==> src/rtl/uart_link_ctrl_pkg.sv <==
// rtl/uart_link_ctrl_pkg.sv - shared frame constants, state encodings and checksum helper
package uart_link_ctrl_pkg;

  localparam int         FRAME_LEN = 3;
  localparam logic [7:0] ACK_CODE  = 8'h06;
  localparam logic [7:0] NACK_CODE = 8'h15;

  typedef enum logic [1:0] {
    P_CMD = 2'd0,
    P_ARG = 2'd1,
    P_CHK = 2'(FRAME_LEN - 1)
  } parser_state_t;

  typedef enum logic [1:0] {
    T_IDLE  = 2'd0,
    T_START = 2'd1,
    T_WAIT  = 2'd2
  } tx_state_t;

  function automatic logic [7:0] frame_checksum(input logic [7:0] cmd, input logic [7:0] arg);
    return cmd ^ arg;
  endfunction

endpackage

==> src/rtl/uart_link_ctrl_if.sv <==
// rtl/uart_link_ctrl_if.sv - uart_rx/uart_tx, command and response signals of the link controller
interface uart_link_ctrl_if;

  logic [7:0]  rx_data;
  logic        rx_done;
  logic        rx_parity_error;
  logic [7:0]  tx_data;
  logic        tx_start;
  logic        tx_busy;
  logic        cmd_valid;
  logic [7:0]  cmd_code;
  logic [7:0]  cmd_arg;
  logic        resp_valid;
  logic [15:0] resp_data;
  logic        resp_ready;
  logic [7:0]  err_count;

  modport master (
    input  rx_data, rx_done, rx_parity_error, tx_busy, resp_valid, resp_data,
    output tx_data, tx_start, cmd_valid, cmd_code, cmd_arg, resp_ready, err_count
  );

  modport slave (
    output rx_data, rx_done, rx_parity_error, tx_busy, resp_valid, resp_data,
    input  tx_data, tx_start, cmd_valid, cmd_code, cmd_arg, resp_ready, err_count
  );

endinterface

==> src/rtl/uart_frame_parser.sv <==
// rtl/uart_frame_parser.sv - [CMD][ARG][CHK] frame parser with inter-byte timeout
module uart_frame_parser
  import uart_link_ctrl_pkg::*;
#(
  parameter int TIMEOUT_CYC = 48000,
  parameter int NUM_CMDS    = 6
) (
  input  logic       clk,
  input  logic       reset,
  input  logic [7:0] rx_data,
  input  logic       rx_done,
  input  logic       rx_parity_error,
  output logic       cmd_valid,
  output logic [7:0] cmd_code,
  output logic [7:0] cmd_arg,
  output logic       ack_req,
  output logic       nack_req,
  output logic       timeout_err
);

  localparam int               CNT_W      = (TIMEOUT_CYC > 2) ? $clog2(TIMEOUT_CYC) : 1;
  localparam logic [CNT_W-1:0] LAST_CNT   = CNT_W'(TIMEOUT_CYC - 1);
  localparam logic [7:0]       CODE_LIMIT = 8'(NUM_CMDS);

  parser_state_t    state;
  logic [7:0]       cmd_byte;
  logic [7:0]       arg_byte;
  logic [CNT_W-1:0] idle_cnt;

  always_ff @(posedge clk) begin
    if (reset) begin
      state       <= P_CMD;
      cmd_byte    <= '0;
      arg_byte    <= '0;
      idle_cnt    <= '0;
      cmd_valid   <= 1'b0;
      cmd_code    <= '0;
      cmd_arg     <= '0;
      ack_req     <= 1'b0;
      nack_req    <= 1'b0;
      timeout_err <= 1'b0;
    end else begin
      cmd_valid   <= 1'b0;
      ack_req     <= 1'b0;
      nack_req    <= 1'b0;
      timeout_err <= 1'b0;
      if (rx_done) begin
        idle_cnt <= '0;
        // A parity error kills the frame at once, whatever byte it hit.
        if (rx_parity_error) begin
          state    <= P_CMD;
          nack_req <= 1'b1;
        end else begin
          case (state)
            P_CMD: begin
              cmd_byte <= rx_data;
              state    <= P_ARG;
            end
            P_ARG: begin
              arg_byte <= rx_data;
              state    <= P_CHK;
            end
            default: begin
              state <= P_CMD;
              if (rx_data == frame_checksum(cmd_byte, arg_byte) && cmd_byte < CODE_LIMIT) begin
                cmd_valid <= 1'b1;
                cmd_code  <= cmd_byte;
                cmd_arg   <= arg_byte;
                ack_req   <= 1'b1;
              end else begin
                nack_req <= 1'b1;
              end
            end
          endcase
        end
      end else if (state != P_CMD) begin
        if (idle_cnt == LAST_CNT) begin
          state       <= P_CMD;
          idle_cnt    <= '0;
          timeout_err <= 1'b1;
        end else begin
          idle_cnt <= idle_cnt + 1'b1;
        end
      end else begin
        idle_cnt <= '0;
      end
    end
  end

endmodule

==> src/rtl/uart_link_ctrl.sv <==
// rtl/uart_link_ctrl.sv - command/response sequencer sharing one uart_tx between ACK/NACK and response words
module uart_link_ctrl
  import uart_link_ctrl_pkg::*;
#(
  parameter int         TIMEOUT_CYC = 48000,
  parameter int         NUM_CMDS    = 6,
  parameter logic [7:0] ACK_BYTE    = ACK_CODE,
  parameter logic [7:0] NACK_BYTE   = NACK_CODE
) (
  input logic             clk,
  input logic             reset,
  uart_link_ctrl_if.master bus
);

  tx_state_t  state;
  logic       ack_req;
  logic       nack_req;
  logic       timeout_err;
  logic       ack_pending;
  logic [7:0] ack_byte;
  logic       lsb_pending;
  logic [7:0] lsb_byte;
  logic       consume;
  logic       drop;
  logic       err_inc;
  logic       ack_pending_nxt;
  logic [7:0] ack_byte_nxt;

  uart_frame_parser #(
    .TIMEOUT_CYC (TIMEOUT_CYC),
    .NUM_CMDS    (NUM_CMDS)
  ) u_parser (
    .clk             (clk),
    .reset           (reset),
    .rx_data         (bus.rx_data),
    .rx_done         (bus.rx_done),
    .rx_parity_error (bus.rx_parity_error),
    .cmd_valid       (bus.cmd_valid),
    .cmd_code        (bus.cmd_code),
    .cmd_arg         (bus.cmd_arg),
    .ack_req         (ack_req),
    .nack_req        (nack_req),
    .timeout_err     (timeout_err)
  );

  // Single-entry answer slot: a new answer is only taken if the slot is empty or being sent now.
  always_comb begin
    consume         = (state == T_IDLE) && ack_pending && !bus.tx_busy;
    drop            = (ack_req || nack_req) && ack_pending && !consume;
    ack_pending_nxt = ack_pending;
    ack_byte_nxt    = ack_byte;
    if ((ack_req || nack_req) && !drop) begin
      ack_pending_nxt = 1'b1;
      ack_byte_nxt    = ack_req ? ACK_BYTE : NACK_BYTE;
    end else if (consume) begin
      ack_pending_nxt = 1'b0;
    end
    err_inc = nack_req || timeout_err || drop;
  end

  always_ff @(posedge clk) begin
    if (reset) begin
      state          <= T_IDLE;
      bus.tx_data    <= '0;
      bus.tx_start   <= 1'b0;
      bus.resp_ready <= 1'b0;
      bus.err_count  <= '0;
      ack_pending    <= 1'b0;
      ack_byte       <= '0;
      lsb_pending    <= 1'b0;
      lsb_byte       <= '0;
    end else begin
      ack_pending <= ack_pending_nxt;
      ack_byte    <= ack_byte_nxt;
      if (err_inc && bus.err_count != 8'hFF) begin
        bus.err_count <= bus.err_count + 8'd1;
      end
      case (state)
        T_IDLE: begin
          if (consume) begin
            bus.tx_data    <= ack_byte;
            bus.tx_start   <= 1'b1;
            bus.resp_ready <= 1'b0;
            state          <= T_START;
          end else if (bus.resp_valid && bus.resp_ready) begin
            bus.tx_data    <= bus.resp_data[15:8];
            lsb_byte       <= bus.resp_data[7:0];
            lsb_pending    <= 1'b1;
            bus.tx_start   <= 1'b1;
            bus.resp_ready <= 1'b0;
            state          <= T_START;
          end else begin
            bus.resp_ready <= !ack_pending_nxt && !bus.tx_busy;
          end
        end
        T_START: begin
          if (bus.tx_busy) begin
            bus.tx_start <= 1'b0;
            state        <= T_WAIT;
          end
        end
        T_WAIT: begin
          // The LSB of a response goes out before any queued answer.
          if (!bus.tx_busy) begin
            if (lsb_pending) begin
              bus.tx_data  <= lsb_byte;
              lsb_pending  <= 1'b0;
              bus.tx_start <= 1'b1;
              state        <= T_START;
            end else begin
              bus.resp_ready <= !ack_pending_nxt;
              state          <= T_IDLE;
            end
          end
        end
        default: state <= T_IDLE;
      endcase
    end
  end

endmodule

==> src/flat_wrapper.sv <==
// flat-port wrapper written by rule: the top's interface ports become plain ports
module uart_link_ctrl_flat import uart_link_ctrl_pkg::*;
#(
  parameter int         TIMEOUT_CYC = 48000,
  parameter int         NUM_CMDS    = 6,
  parameter logic [7:0] ACK_BYTE    = ACK_CODE,
  parameter logic [7:0] NACK_BYTE   = NACK_CODE
)
  (clk, reset, bus_rx_data, bus_rx_done, bus_rx_parity_error, bus_tx_busy, bus_resp_valid, bus_resp_data, bus_tx_data, bus_tx_start, bus_cmd_valid, bus_cmd_code, bus_cmd_arg, bus_resp_ready, bus_err_count);
  uart_link_ctrl_if bus_i ();
  input logic clk;
  input logic reset;
  input wire logic [$bits(bus_i.rx_data)-1:0] bus_rx_data;
  input wire logic [$bits(bus_i.rx_done)-1:0] bus_rx_done;
  input wire logic [$bits(bus_i.rx_parity_error)-1:0] bus_rx_parity_error;
  input wire logic [$bits(bus_i.tx_busy)-1:0] bus_tx_busy;
  input wire logic [$bits(bus_i.resp_valid)-1:0] bus_resp_valid;
  input wire logic [$bits(bus_i.resp_data)-1:0] bus_resp_data;
  output wire logic [$bits(bus_i.tx_data)-1:0] bus_tx_data;
  output wire logic [$bits(bus_i.tx_start)-1:0] bus_tx_start;
  output wire logic [$bits(bus_i.cmd_valid)-1:0] bus_cmd_valid;
  output wire logic [$bits(bus_i.cmd_code)-1:0] bus_cmd_code;
  output wire logic [$bits(bus_i.cmd_arg)-1:0] bus_cmd_arg;
  output wire logic [$bits(bus_i.resp_ready)-1:0] bus_resp_ready;
  output wire logic [$bits(bus_i.err_count)-1:0] bus_err_count;
  assign bus_i.rx_data = bus_rx_data;
  assign bus_i.rx_done = bus_rx_done;
  assign bus_i.rx_parity_error = bus_rx_parity_error;
  assign bus_i.tx_busy = bus_tx_busy;
  assign bus_i.resp_valid = bus_resp_valid;
  assign bus_i.resp_data = bus_resp_data;
  assign bus_tx_data = bus_i.tx_data;
  assign bus_tx_start = bus_i.tx_start;
  assign bus_cmd_valid = bus_i.cmd_valid;
  assign bus_cmd_code = bus_i.cmd_code;
  assign bus_cmd_arg = bus_i.cmd_arg;
  assign bus_resp_ready = bus_i.resp_ready;
  assign bus_err_count = bus_i.err_count;
  uart_link_ctrl #(.TIMEOUT_CYC(TIMEOUT_CYC), .NUM_CMDS(NUM_CMDS), .ACK_BYTE(ACK_BYTE), .NACK_BYTE(NACK_BYTE)) u_core (.clk(clk), .reset(reset), .bus(bus_i));
endmodule
==> config.mk <==
export PLATFORM = sky130hd
export DESIGN_NAME = uart_link_ctrl_flat
export DESIGN_NICKNAME = d
export VERILOG_FILES = /design/src/rtl/uart_link_ctrl_pkg.sv /design/src/rtl/uart_link_ctrl_if.sv /design/src/rtl/uart_frame_parser.sv /design/src/rtl/uart_link_ctrl.sv /design/src/flat_wrapper.sv
export SDC_FILE = /design/constraint.sdc
export NUM_CORES = 1
export LEC_CHECK = 0
export CAP_MARGIN = 20
export CORE_ASPECT_RATIO = 1.75
export CORE_MARGIN = 10
export CORE_UTILIZATION = 56
export CTS_CLUSTER_SIZE = 40
export DETAILED_ROUTE_END_ITERATION = 16
export PLACE_DENSITY = 0.8
export SETUP_SLACK_MARGIN = 0.5
export SYNTH_ARGS = -nofsm -noshare
export SYNTH_HDL_FRONTEND = slang
export SYNTH_SLANG_ARGS = --single-unit
==> constraint.sdc <==
create_clock -name clk -period 3.79 [get_ports clk]
set_clock_uncertainty 0.1 [all_clocks]
set_input_delay 0.379 -clock clk [delete_from_list [all_inputs] [get_ports clk]]
set_output_delay 0.379 -clock clk [all_outputs]
set_load 0.005 [all_outputs]
### After elaboration in Yosys (flattened, before gate mapping)

Cells that the tools add are included.
W data, S select, Z words.

| cells by class | value |
|---|---|
| add/subtract/negate cells | 2 |
| order comparisons | 1 |
| equal/unequal tests | 13 |
| multiplexer cells | 38 |
| bitwise gates (word level) | 6 |
| reductions and logical operators | 38 |

Operator list:

| operator | count |
|---|---|
| $mux W8 | 4 |
| $mux W1 | 19 |
| $add A16 B1 Y16 const B | 1 |
| $eq A16 B16 Y1 const B | 1 |
| $mux W2 | 8 |
| $pmux W8 S2 | 1 |
| $reduce_and A3 Y1 | 5 |
| $reduce_and A4 Y1 | 3 |
| $ne A2 B2 Y1 const B | 5 |
| $logic_and A1 B1 Y1 | 9 |
| $add A8 B1 Y8 const B | 1 |
| $eq A8 B8 Y1 | 1 |
| $lt A8 B3 Y1 const B | 1 |
| $ne A8 B8 Y1 const B | 1 |
| $reduce_bool A2 Y1 | 4 |
| $xor A8 B8 Y8 | 1 |
| $pmux W2 S3 | 1 |
| $mux W5 | 1 |
| $not A1 Y1 | 5 |
| $reduce_and A5 Y1 | 1 |
| $reduce_or A5 Y1 | 1 |
| $eq A2 B1 Y1 const B | 2 |
| $logic_not A1 Y1 | 4 |
| $logic_not A2 Y1 | 2 |
| other kinds (12) | 16 |

| word-level totals | value |
|---|---|
| flip-flop bits (word level) | 91 |
| output and inout port bits | 35 |
| word-level logic and storage cells | 116 |

### Longest topological paths before layout

Gate-level depths: netlist of the first run.

| logic depth | value |
|---|---|
| depth after elaboration | 13 |
| mapped depth | 7 |

### Modules after synthesis

Synthesis of the first run repeated with hierarchy kept, for this count alone.

| unflattened totals | value |
|---|---|
| cells, all modules | 426 |
| area, all modules | 3886.2 sq um |

Modules (own cells, without submodules):

| module | times used | cells each | area each (sq um) | seq. area each (sq um) |
|---|---|---|---|---|
| uart_frame_parser | 1 | 247 | 2326.0 | 1061.0 |
| uart_link_ctrl | 1 | 179 | 1560.2 | 660.6 |

### Worst setup path after synthesis of the first run

OpenSTA, ideal clock, no wires.

| timing path | value |
|---|---|
| kind | register to register |
| start | register u_core.u_parser.arg_byte[3] |
| end | register u_core.u_parser.cmd_arg[6] |
| library setup time | 128 ps |
| data arrival time | 2109 ps |
| required time | 3562 ps |
| path slack | 1453 ps |
| cell stages (with the launch flop) | 7 |
| buffers on the path | 1 |
| cells stage by stage | dfxtp_1 > xor3_2 > or4_4 > nor4_4 > buf_6 > mux2i_1 > nor2_1 |

| on the way | value |
|---|---|
| word-level cells in the longest chain between the ends | 4 |

Ends and longest elaborated chain:

| what | RTL line | text |
|---|---|---|
| start, declared | uart_frame_parser.sv:27 | `logic [7:0] arg_byte;` |
| start signal, assigned | uart_frame_parser.sv:60 | `arg_byte <= rx_data;` |
| $xor A8 B8 Y8 | uart_link_ctrl_pkg.sv:21 | `return cmd ^ arg;` |
| $eq A8 B8 Y1 | uart_frame_parser.sv:65 | `if (rx_data == frame_checksum(cmd_byte, arg_byte) && cmd_byte < CODE_LIMIT) begin` |
| $logic_and A1 B1 Y1 | uart_frame_parser.sv:65 |  |
| $reduce_and A4 Y1 (no source line) | - |  |
| end signal, assigned | uart_frame_parser.sv:68 | `cmd_arg <= arg_byte;` |
| end, declared | uart_frame_parser.sv:15 | `output logic [7:0] cmd_arg,` |

No other way between the ends.
A chain may end at the register's enable or synchronous reset.

### Worst setup path in the final report of the first run

| timing path | value |
|---|---|
| start | input port bus_tx_busy |
| end | register u_core.lsb_byte[1] |

| on the way | value |
|---|---|
| word-level cells in the longest chain between the ends | 4 |

Ends and longest elaborated chain:

| what | RTL line | text |
|---|---|---|
| start, declared | flat_wrapper.sv:16 | `input wire logic [$bits(bus_i.tx_busy)-1:0] bus_tx_busy;` |
| $logic_not A1 Y1 | uart_link_ctrl.sv:48 | `consume = (state == T_IDLE) && ack_pending && !bus.tx_busy;` |
| $logic_and A1 B1 Y1 | uart_link_ctrl.sv:48 |  |
| $not A1 Y1 (no source line) | - |  |
| $reduce_and A3 Y1 (no source line) | - |  |
| end signal, assigned | uart_link_ctrl.sv:87 | `lsb_byte <= bus.resp_data[7:0];` |
| end, declared | uart_link_ctrl.sv:22 | `logic [7:0] lsb_byte;` |

No other way between the ends.

==> flow_summary_export.csv, run 1 <==
group,metric,value,unit
placement,dpl.cell_count,532,
sta,min_period,2.52,ns
logic_synthesis,netlist_area,3670,um^2
layout,seq_area,1720,um^2
critical_path,critPathTopFamily,"simple AND/OR/NAND/NOR gates",
logic_synthesis,synth_warnings,0,
floorplan,die-area,10300,um^2
sta,max-slew-margin-rel,47.0,%
global_routing,grt_max_degree,70,
worst_hold_path,hp-start,"reset",
pwr,intPower,1.53,mW
floorplan,pin_count,65,
logic_synthesis,synth_enable_flop_cells,0,
route,dr.first_iter.drc_count,180,
critical_path,arrival,2.62,ns
pwr,power.density,430,nW/um^2
pwr,p_switching,0.459,mW
sta,worst_pin_slew,0.793,ns
global_routing,grt_pass1_vias,2983,
layout,final_cells,548,
route,dr_total_vias,2950,
placement,portBuffers,64,
floorplan,coreArea,6440,um^2
worst_hold_path,hold_class,"input port to flop",
logic_synthesis,ys_seq_elements,86,
sta,setup_viol,0,
sta,setup_tns,0,ns
sta,rsz0062_at_grt,"no",
route,postRouteWirelength,8230,um
critical_path,end_kind,"flop",
route,via_per_inst,5.38,
critical_path,path_class,"input port to flop",
critical_path,worstPathCellList,"clkdlybuf4s50_1 > or4b_2 > nand4_1 > mux2i_1 > nor2_1",
logic_synthesis,ys.flop_type,"dfxtp_1",
logic_synthesis,yosysSeqAreaShare,46.9,%
layout,n_antenna_cell,0,
pwr,power,1.99,mW
sta,min_period_over_period,66.5,%
pwr,clock_power_share,43.8,%
layout,fillers,505,
critical_path,endpoint,"u_core.lsb_byte[1]",
critical_path,cp-startpoint,"bus_tx_busy",
critical_path,required,3.89,ns
pwr,leakage,1.72,nW
cts,cts_tree,"yes",
global_routing,grt_use_total,16.6,%
cts,clk_path_buf_depth,2,
floorplan,placementRows,39,
logic_synthesis,syn_area_per_cell,9.10,um^2
logic_synthesis,syn_inst,403,
cts,cts_num_sinks,86,
critical_path,cp.buffers_inverters,1,
cts,htree_levels,3,
pwr,power_frac_comb,8.5,%
cts,cts_resized,0,
route,drc,0,
cts,path_clk_slew,0.06,ns
global_routing,grt_pass1_wl,13800,um
critical_path,rrSetupSlack,1.42,ns
pwr,ir_worst_vdd,0.396,mV
layout,fin_util,72.0,%
global_routing,antenna_found_initial,0,
critical_path,cp.depth,5,
layout,final_cell_mix,"dfxtp_1, clkdlybuf4s50_1, nor2_1",
critical_path,r2r_end,"u_core.lsb_byte[1]",
pwr,swShare,23.1,%
run,maxCapViolations,0,
logic_synthesis,async_reset_ff_share,0,%
critical_path,timing.critical_path.from_type,"input port",
critical_path,cpMaxStageDelayCell,"or4b_2",
sta,maxSlewViolCount,0,
placement,dp_hpwl,5960,um
cts,clockRootBuffer,"clkbuf_16",
route,routedWlPerCell,15.0,um
logic_synthesis,syn-num-nets,435,
floorplan,die_x,81.2,um
critical_path,reg2regPathDepth,4,
pwr,seq_power_share,47.7,%
cts,cts-hold-fix-buffers,0,
route,first_pass_iters,4,
layout,multi_input_area,1840,um^2
sta,fmax,0.397,GHz
route,antenna_left,0,
cts,worst_skew_pair.late_latency,0.34,ns
critical_path,cp_max_fo,12,
global_routing,overflow,0,
layout,layout-drive-gt1-share,5.36,%
run_status,status,"completed",
critical_path,timing.rr.start,"u_core.state[1]",
critical_path,crit_path_max_incr_delay,0.85,ns
layout,area_growth,26.4,%
sta,finalHoldViolCount,0,
layout,final_common_cell,"dfxtp_1",
logic_synthesis,synth.distinct_cells,47,
cts,postCtsSetupBuffers,0,
floorplan,start_util,56.9,%
floorplan,die_h,127,um
cts,cts_buffers,9,
placement,place.gp.congestion,0.848,
layout,nets,493,
[sequential cells by signal, indices dropped and copies added (netlist names), 2 cells and up]
signal	cells
u_core.u_parser.idle_cnt	16
u_core.bus.err_count	8
u_core.bus.tx_data	8
u_core.lsb_byte	8
u_core.u_parser.arg_byte	8
u_core.u_parser.cmd_arg	8
u_core.u_parser.cmd_byte	8
u_core.u_parser.cmd_code	8
u_core.ack_byte	3
u_core.state	2
u_core.u_parser.state	2
[layer usage]
metal | global-route usage [%] | part of all wire (%) | vias up
met3 | 4.07 | 5.6 | 19
met1 | 18.8 | 39 | 1361
met2 | 27.7 | 52 | 67
met5 | 0 | 0 | -
met4 | 8.90 | 3.0 | 0
li1 | - | - | 1503
[final cells by class]
cell class	instances	area share [%]
inverter	6	0.486
multi-input combinational	292	39.7
sequential	86	37.1
timing repair buffer	66	14.0
tap	82	2.21
clock inverter	7	1.59
clock buffer	9	4.86
[cell usage after synthesis, types with 6 or more instances]
cell type	number	area, um^2
inv_1	6	22.5
nor2_1	62	233
xnor2_1	10	87.6
mux2i_1	28	280
xor2_1	11	96.3
nor3b_1	7	52.6
dfxtp_1	86	1720
nand3_1	10	50.1
o21ai_0	10	50.1
nand4_1	9	56.3
clkbuf_1	15	56.3
nand2_1	57	214
a21oi_1	28	140
[worst min-delay path, stage by stage]
cell and delay [ns]:
buf_2 0.09, or3_1 0.15, nor2_1 0.05
[how the worst min path moves through the flow]
stage,endpoint,slack [ns],cells past startpoint
final,u_core.u_parser.timeout_err,0.28,3
after global routing,u_core.u_parser.idle_cnt[4],0.30,3
after CTS,u_core.u_parser.timeout_err,0.27,3
after detailed placement,u_core.ack_byte[2],0.35,2
after global placement,u_core.ack_byte[2],0.34,2
after floorplan,u_core.ack_byte[2],0.32,2
[power groups by stage]
stage                     registers (mW)  clock network, mW  logic (mW)
final                              0.950              0.872       0.170
after detailed placement           0.970                  0       0.170
after CTS                          0.950              0.887       0.171
after global routing               0.953              0.918       0.188
after global placement             0.969                  0       0.168
after floorplan                    0.964                  0       0.100
[logic make-up after synthesis]
| kind of cell | Yosys count | synth area share [%] |
|---|---|---|
| buffers and inverters | 25 | 2.93 |
| xor gates and xnor gates | 28 | 9.45 |
| adders and majority gates | 2 | 0.682 |
| muxes | 28 | 7.64 |
| and+or+nand+nor | 182 | 23.9 |
| DFF | 86 | 46.9 |
| AOI/OAI and AO/OA | 52 | 8.43 |
[stage by stage]
stage / cell area, um^2 / setup WS, ns / hold WS, ns
3_5_place_dp: 4340 / 0.923 / 0.353
3_3_place_gp: 4340 / 0.981 / 0.342
2_1_floorplan: 3670 / 1.45 / 0.325
4_1_cts: 4630 / 1.28 / 0.267
6_report: 4630 / 1.27 / 0.278
5_1_grt: 4630 / 1.10 / 0.301
Note: power is estimated with default switching activity, not from simulation.
==> run 2, diff against run 1 <==
--- a/config.mk
+++ b/config.mk
@@ -8,10 +8,10 @@
 export CAP_MARGIN = 20
 export CORE_ASPECT_RATIO = 1.75
 export CORE_MARGIN = 10
-export CORE_UTILIZATION = 56
+export CORE_UTILIZATION = 47
 export CTS_CLUSTER_SIZE = 40
 export DETAILED_ROUTE_END_ITERATION = 16
-export PLACE_DENSITY = 0.8
+export PLACE_DENSITY = 0.71
 export SETUP_SLACK_MARGIN = 0.5
 export SYNTH_ARGS = -nofsm -noshare
 export SYNTH_HDL_FRONTEND = slang
==> constraint.sdc (replaced) <==
create_clock -name clk -period 2.16 [get_ports clk]
set_clock_uncertainty 0.1 [all_clocks]
set_input_delay 0.216 -clock clk [delete_from_list [all_inputs] [get_ports clk]]
set_output_delay 0.216 -clock clk [all_outputs]
set_load 0.005 [all_outputs]
==> run 2 against run 1 <==
  * The flow now finishes with violations (negative setup slack)
  * Critical endpoint is now u_core.u_parser.nack_req
  * Register-to-register slack worse by 1.5 ns
  * Highest routed layer unchanged
  * Hold slack worse by 0.10 ns
  * Core utilization is 4.9 points lower
  * Via count is 6.2% higher
  * Final cell count is 7.5% higher
==> flow_summary_export.csv, run 2 (synthesized netlist as in run 1, its figures left out) <==
group,metric,value,unit
layout,fin_util,67.1,%
layout,area_growth,38.4,%
global_routing,grt_pass1_wl,14400,um
global_routing,grt_max_degree,70,
global_routing,overflow,0,
critical_path,path_class,"flop to flop",
pwr,power.density,674,nW/um^2
route,routedWlPerCell,15.5,um
sta,min_period_over_period,104,%
layout,layout-drive-gt1-share,16.2,%
cts,htree_levels,3,
layout,top_register,"u_core.u_parser.idle_cnt",
run_status,violations,"negative setup slack",
layout,final_cell_mix,"dfxtp_1, clkdlybuf4s50_1, nor2_1",
critical_path,cp_max_fo,2,
run_status,status,"finished with violations",
cts,clk_path_buf_depth,2,
critical_path,critPathTopFamily,"simple AND/OR/NAND/NOR gates",
cts,cts_buffers,9,
sta,fin_ws,-0.0971,ns
route,via_per_inst,5.32,
floorplan,placementRows,42,
global_routing,grt_use_total,15.0,%
pwr,p_switching,0.782,mW
layout,fillers,627,
cts,path_clk_slew,0.06,ns
floorplan,die_x,86.8,um
placement,place.gp.congestion,0.837,
route,antenna_left,0,
critical_path,worstPathCellList,"xor3_2 > buf_4 > or3_4 > or4_4 > a21oi_2 > nor3b_1",
global_routing,antenna_found_initial,0,
cts,worst_skew_pair.late_latency,0.33,ns
critical_path,timing.critical_path.from_type,"flop",
sta,finalHoldViolCount,0,
layout,n_antenna_cell,0,
floorplan,pin_count,65,
critical_path,cpMaxStageDelayCell,"or4_4",
placement,portBuffers,64,
critical_path,required,2.25,ns
critical_path,crit_path_max_incr_delay,0.54,ns
sta,maxSlewViolCount,0,
cts,cts_tree,"yes",
sta,rsz0062_at_grt,"yes",
layout,final_common_cell,"dfxtp_1",
floorplan,coreArea,7570,um^2
global_routing,grt_pass1_vias,3088,
pwr,swShare,22.8,%
cts,clockRootBuffer,"clkbuf_16",
route,drc,0,
pwr,ir_worst_vdd,0.514,mV
layout,largest_reg_flops,16,
pwr,seq_power_share,48.6,%
sta,fmax,0.443,GHz
critical_path,arrival,2.35,ns
route,dr_total_vias,3134,
floorplan,die-area,11900,um^2
floorplan,start_util,48.5,%
pwr,intPower,2.64,mW
sta,min_period,2.26,ns
sta,worst_pin_slew,0.723,ns
pwr,leakage,1.93,nW
sta,setup_tns,-0.658,ns
floorplan,die_h,137,um
critical_path,end_kind,"flop",
run,maxCapViolations,0,
placement,dp_hpwl,6360,um
pwr,clock_power_share,40.9,%
sta,setup_viol,12,
route,dr.first_iter.drc_count,118,
pwr,power,3.42,mW
pwr,power_frac_comb,10.5,%
route,first_pass_iters,4,
sta,max-slew-margin-rel,51.8,%
route,postRouteWirelength,9120,um
layout,nets,528,
worst_hold_path,hold_class,"input port to flop",
cts,cts_num_sinks,86,
critical_path,cp.buffers_inverters,1,
run 2: area by class of cell:
type / count / area, um^2 / area share, %
well taps: 88 / 110 / 2.17
clock buffers: 13 / 250 / 4.93
clock inverters: 3 / 20.0 / 0.394
flip-flops and latches: 86 / 1740 / 34.3
multi-input cells: 293 / 1950 / 38.3
repair buffers: 100 / 983 / 19.4
inverters: 6 / 22.5 / 0.444
run 2: worst paths after layout:
path	slack [ns]	end	depth (start not counted)	startpoint
max	-0.1	u_core.u_parser.nack_req	6	u_core.u_parser.arg_byte[3]
min	0.17	u_core.u_parser.idle_cnt[4]	3	reset
max reg2reg	-0.1	u_core.u_parser.nack_req	6	u_core.u_parser.arg_byte[3]
min reg2reg	0.35	u_core.ack_byte[2]	2	u_core.ack_byte[2]
run 2: worst min-delay path: stages:
cell and delay (ns):
buf_2 0.08, or3_1 0.19, nor2_1 0.07
run 2: metal layers:
layer	vias to the layer above	GRT usage, %	routed length [um]
met4	0	5.88	146
met5	-	0	0
met2	60	26.9	4900
met3	12	4.46	433
li1	1570	-	-
met1	1492	15.9	3640
run 2: what timing repair did:
| item | 4_1_cts | 5_1_grt |
|---|---|---|
| pin swaps | 6 | 13 |
| hold buffers | 0 | 0 |
| cloned | 0 | 3 |
| buffers inserted | 6 | 6 |
| setup endpoints to repair | 56 | 63 |
| resized for setup | 17 | 22 |
run 2: power groups by stage:
| stage | combinational (mW) | clock, mW | sequential (mW) |
|---|---|---|---|
| final | 0.360 | 1.40 | 1.66 |
| after global routing | 0.395 | 1.50 | 1.67 |
| after CTS | 0.348 | 1.43 | 1.66 |
| after detailed placement | 0.335 | 0 | 1.70 |
| after global placement | 0.329 | 0 | 1.70 |
| after floorplan | 0.184 | 0 | 1.69 |
run 2: per-stage QoR:
step | hold slack [ns] | area [um^2] | setup slack [ns] | instances
2_1_floorplan | 0.244 | 3710 | -0.158 | 403
3_3_place_gp | 0.338 | 4540 | -0.340 | 558
3_5_place_dp | 0.343 | 4540 | -0.373 | 558
4_1_cts | 0.136 | 4890 | -0.0773 | 580
5_1_grt | 0.205 | 5070 | -0.154 | 589
6_report | 0.174 | 5070 | -0.0971 | 589
==> run 3, diff against run 2 <==
--- a/config.mk
+++ b/config.mk
@@ -6,7 +6,7 @@
 export NUM_CORES = 1
 export LEC_CHECK = 0
 export CAP_MARGIN = 20
-export CORE_ASPECT_RATIO = 1.75
+export CORE_ASPECT_RATIO = 1.2
 export CORE_MARGIN = 10
 export CORE_UTILIZATION = 47
 export CTS_CLUSTER_SIZE = 40
==> run 3 against run 2 <==
  * The flow still finishes with violations (negative setup slack)
  * Cell area fell by 0.39%
  * Largest cell class unchanged
  * Global-route usage is 0.23 points lower
  * Register-to-register slack better by 0.06 ns
  * Critical path depth unchanged
  * Critical path type unchanged
  * Core utilization fell by 1.1 points
  * Count of clock-buffer cells in the layout shrank 1
  * Critical endpoint is now u_core.u_parser.cmd_arg[0]
==> flow_summary_export.csv, run 3 (synthesized netlist as in run 1, its figures left out) <==
group,metric,value,unit
placement,portBuffers,64,
floorplan,die-area,11800,um^2
sta,max-slew-margin-rel,53.0,%
cts,cts_tree,"yes",
critical_path,timing.rr.start,"u_core.u_parser.cmd_byte[3]",
worst_hold_path,whs_endpoint,"u_core.u_parser.timeout_err",
critical_path,worstPathCellList,"xor3_2 > or4_4 > nor4_4 > buf_12 > mux2i_1 > nor2_1",
run,maxCapViolations,0,
critical_path,crit_path_max_incr_delay,0.53,ns
layout,nets,527,
cts,cts_buffers,9,
layout,area_growth,37.8,%
sta,min_period_over_period,102,%
critical_path,reg2regPathDepth,6,
route,dr_total_vias,3068,
cts,path_clk_slew,0.10,ns
run_status,status,"finished with violations",
global_routing,overflow,0,
critical_path,path_class,"flop to flop",
cts,clk_path_buf_depth,2,
placement,place.gp.congestion,0.797,
sta,maxSlewViolCount,0,
critical_path,rrSetupSlack,-0.04,ns
cts,clockRootBuffer,"clkbuf_8",
critical_path,timing.critical_path.from_type,"flop",
route,first_pass_iters,4,
route,drc,0,
placement,dpl.cell_count,561,
pwr,power.density,663,nW/um^2
critical_path,critPathTopFamily,"simple AND/OR/NAND/NOR gates",
pwr,leakage,1.93,nW
route,via_per_inst,5.18,
floorplan,die_h,117,um
global_routing,grt_use_total,14.8,%
critical_path,cpMaxStageDelayCell,"or4_4",
global_routing,grt_pass1_wl,14200,um
critical_path,required,2.27,ns
floorplan,placementRows,35,
sta,setup_viol,8,
sta,fin_ws,-0.0371,ns
layout,final_cells,592,
sta,timing.hold.ws,0.119,ns
critical_path,arrival,2.31,ns
run_status,violations,"negative setup slack",
sta,rsz0062_at_grt,"yes",
pwr,ir_worst_vdd,0.501,mV
critical_path,cp.buffers_inverters,1,
worst_hold_path,hold_class,"input port to flop",
layout,final_common_cell,"dfxtp_1",
layout,fin_area,5050,um^2
critical_path,cp-startpoint,"u_core.u_parser.cmd_byte[3]",
critical_path,r2r_end,"u_core.u_parser.cmd_arg[0]",
route,antenna_left,0,
cts,worst_skew_pair.late_latency,0.36,ns
layout,top_register,"u_core.u_parser.idle_cnt",
floorplan,coreArea,7660,um^2
layout,layout-drive-gt1-share,17.8,%
global_routing,grt_pass1_vias,3033,
floorplan,pin_count,65,
layout,n_antenna_cell,0,
sta,finalHoldViolCount,0,
placement,dp_hpwl,5930,um
route,dr.first_iter.drc_count,78,
worst_hold_path,holdPathStages,3,
cts,cts-hold-fix-buffers,0,
placement,placed_area,4550,um^2
route,postRouteWirelength,8770,um
sta,min_period,2.20,ns
critical_path,cp_max_fo,14,
cts,htree_levels,3,
sta,worst_pin_slew,0.704,ns
floorplan,die_x,101,um
floorplan,start_util,47.9,%
sta,fmax,0.455,GHz
layout,final_cell_mix,"dfxtp_1, clkdlybuf4s50_1, nor2_1",
worst_hold_path,hp-start,"reset",
critical_path,end_kind,"flop",
cts,cts_num_sinks,86,
layout,largest_reg_flops,16,
global_routing,grt_max_degree,70,
route,routedWlPerCell,14.8,um
global_routing,antenna_found_initial,0,
run 3: cell types whose count changed in the layout (fill, tap and decap cells not counted), sizes merged:
cell,before,now
clkinv,1,2
buf,36,37
clkdlybuf4s50,62,63
dlygate4sd2,1,0
nand2b,3,2
clkinvlp,2,0
bufinv,0,2
clkbuf,14,12
run 3: metal layers:
| layer | vias up | track usage [%] | wire, um | part of all wire, % |
|---|---|---|---|---|
| li1 | 1564 | - | - | - |
| met1 | 1429 | 17.7 | 3870 | 44 |
| met2 | 70 | 25.1 | 4360 | 50 |
| met3 | 5 | 2.84 | 483 | 5.5 |
| met4 | 0 | 6.23 | 60 | 0.68 |
| met5 | - | 0 | 0 | 0 |
run 3: repair_timing:
item | in CTS | in global routing
endpoints found under the setup margin | 56 | 65
setup buffers | 8 | 7
endpoints found under the hold margin | 0 | 0
resized for setup | 15 | 24
pin swaps | 6 | 15
cloned | 0 | 0
run 3: layout make-up:
| cell class | count | area (um^2) |
|---|---|---|
| inverter | 6 | 22.5 |
| clock inverter | 4 | 77.6 |
| multi-input combinational | 292 | 1950 |
| clock buffer | 12 | 165 |
| fill | 630 | 2610 |
| sequential | 86 | 1750 |
| timing repair buffer | 100 | 976 |
| tap | 92 | 115 |
run 3: worst max-delay path by stage:
stage | to | slack (ns) | depth (start not counted)
after floorplan | u_core.u_parser.cmd_arg[6] | -0.16 | 6
after global placement | u_core.u_parser.nack_req | -0.34 | 6
after detailed placement | u_core.u_parser.nack_req | -0.36 | 6
after CTS | u_core.u_parser.cmd_code[0] | -0.03 | 6
after global routing | u_core.u_parser.cmd_arg[6] | -0.15 | 6
final | u_core.u_parser.cmd_arg[0] | -0.04 | 6
run 3: metrics by stage:
| stage | utilization [%] | worst slack (ns) | TNS [ns] | power (mW) |
|---|---|---|---|---|
| final | 66.0 | -0.0371 | -0.172 | 3.35 |
| after global routing | 66.0 | -0.150 | -1.22 | 3.47 |
| after CTS | 63.9 | -0.0287 | -0.136 | 3.36 |
| after detailed placement | 59.4 | -0.365 | -5.55 | 2.03 |
| after global placement | 59.4 | -0.339 | -4.90 | 2.03 |
| after floorplan | - | -0.158 | -0.768 | 1.88 |
run 3: power by group:
part / internal, mW / switching (mW)
Combinational: 0.207 / 0.155
Sequential: 1.62 / 0.0329
Clock: 0.751 / 0.581
run 3: worst register-to-register path: stages (launching register included):
cell and delay [ns]:
dfxtp_2 0.34, xor3_2 0.42, or4_4 0.53, nor4_4 0.19, buf_12 0.20, mux2i_1 0.22, nor2_1 0.05
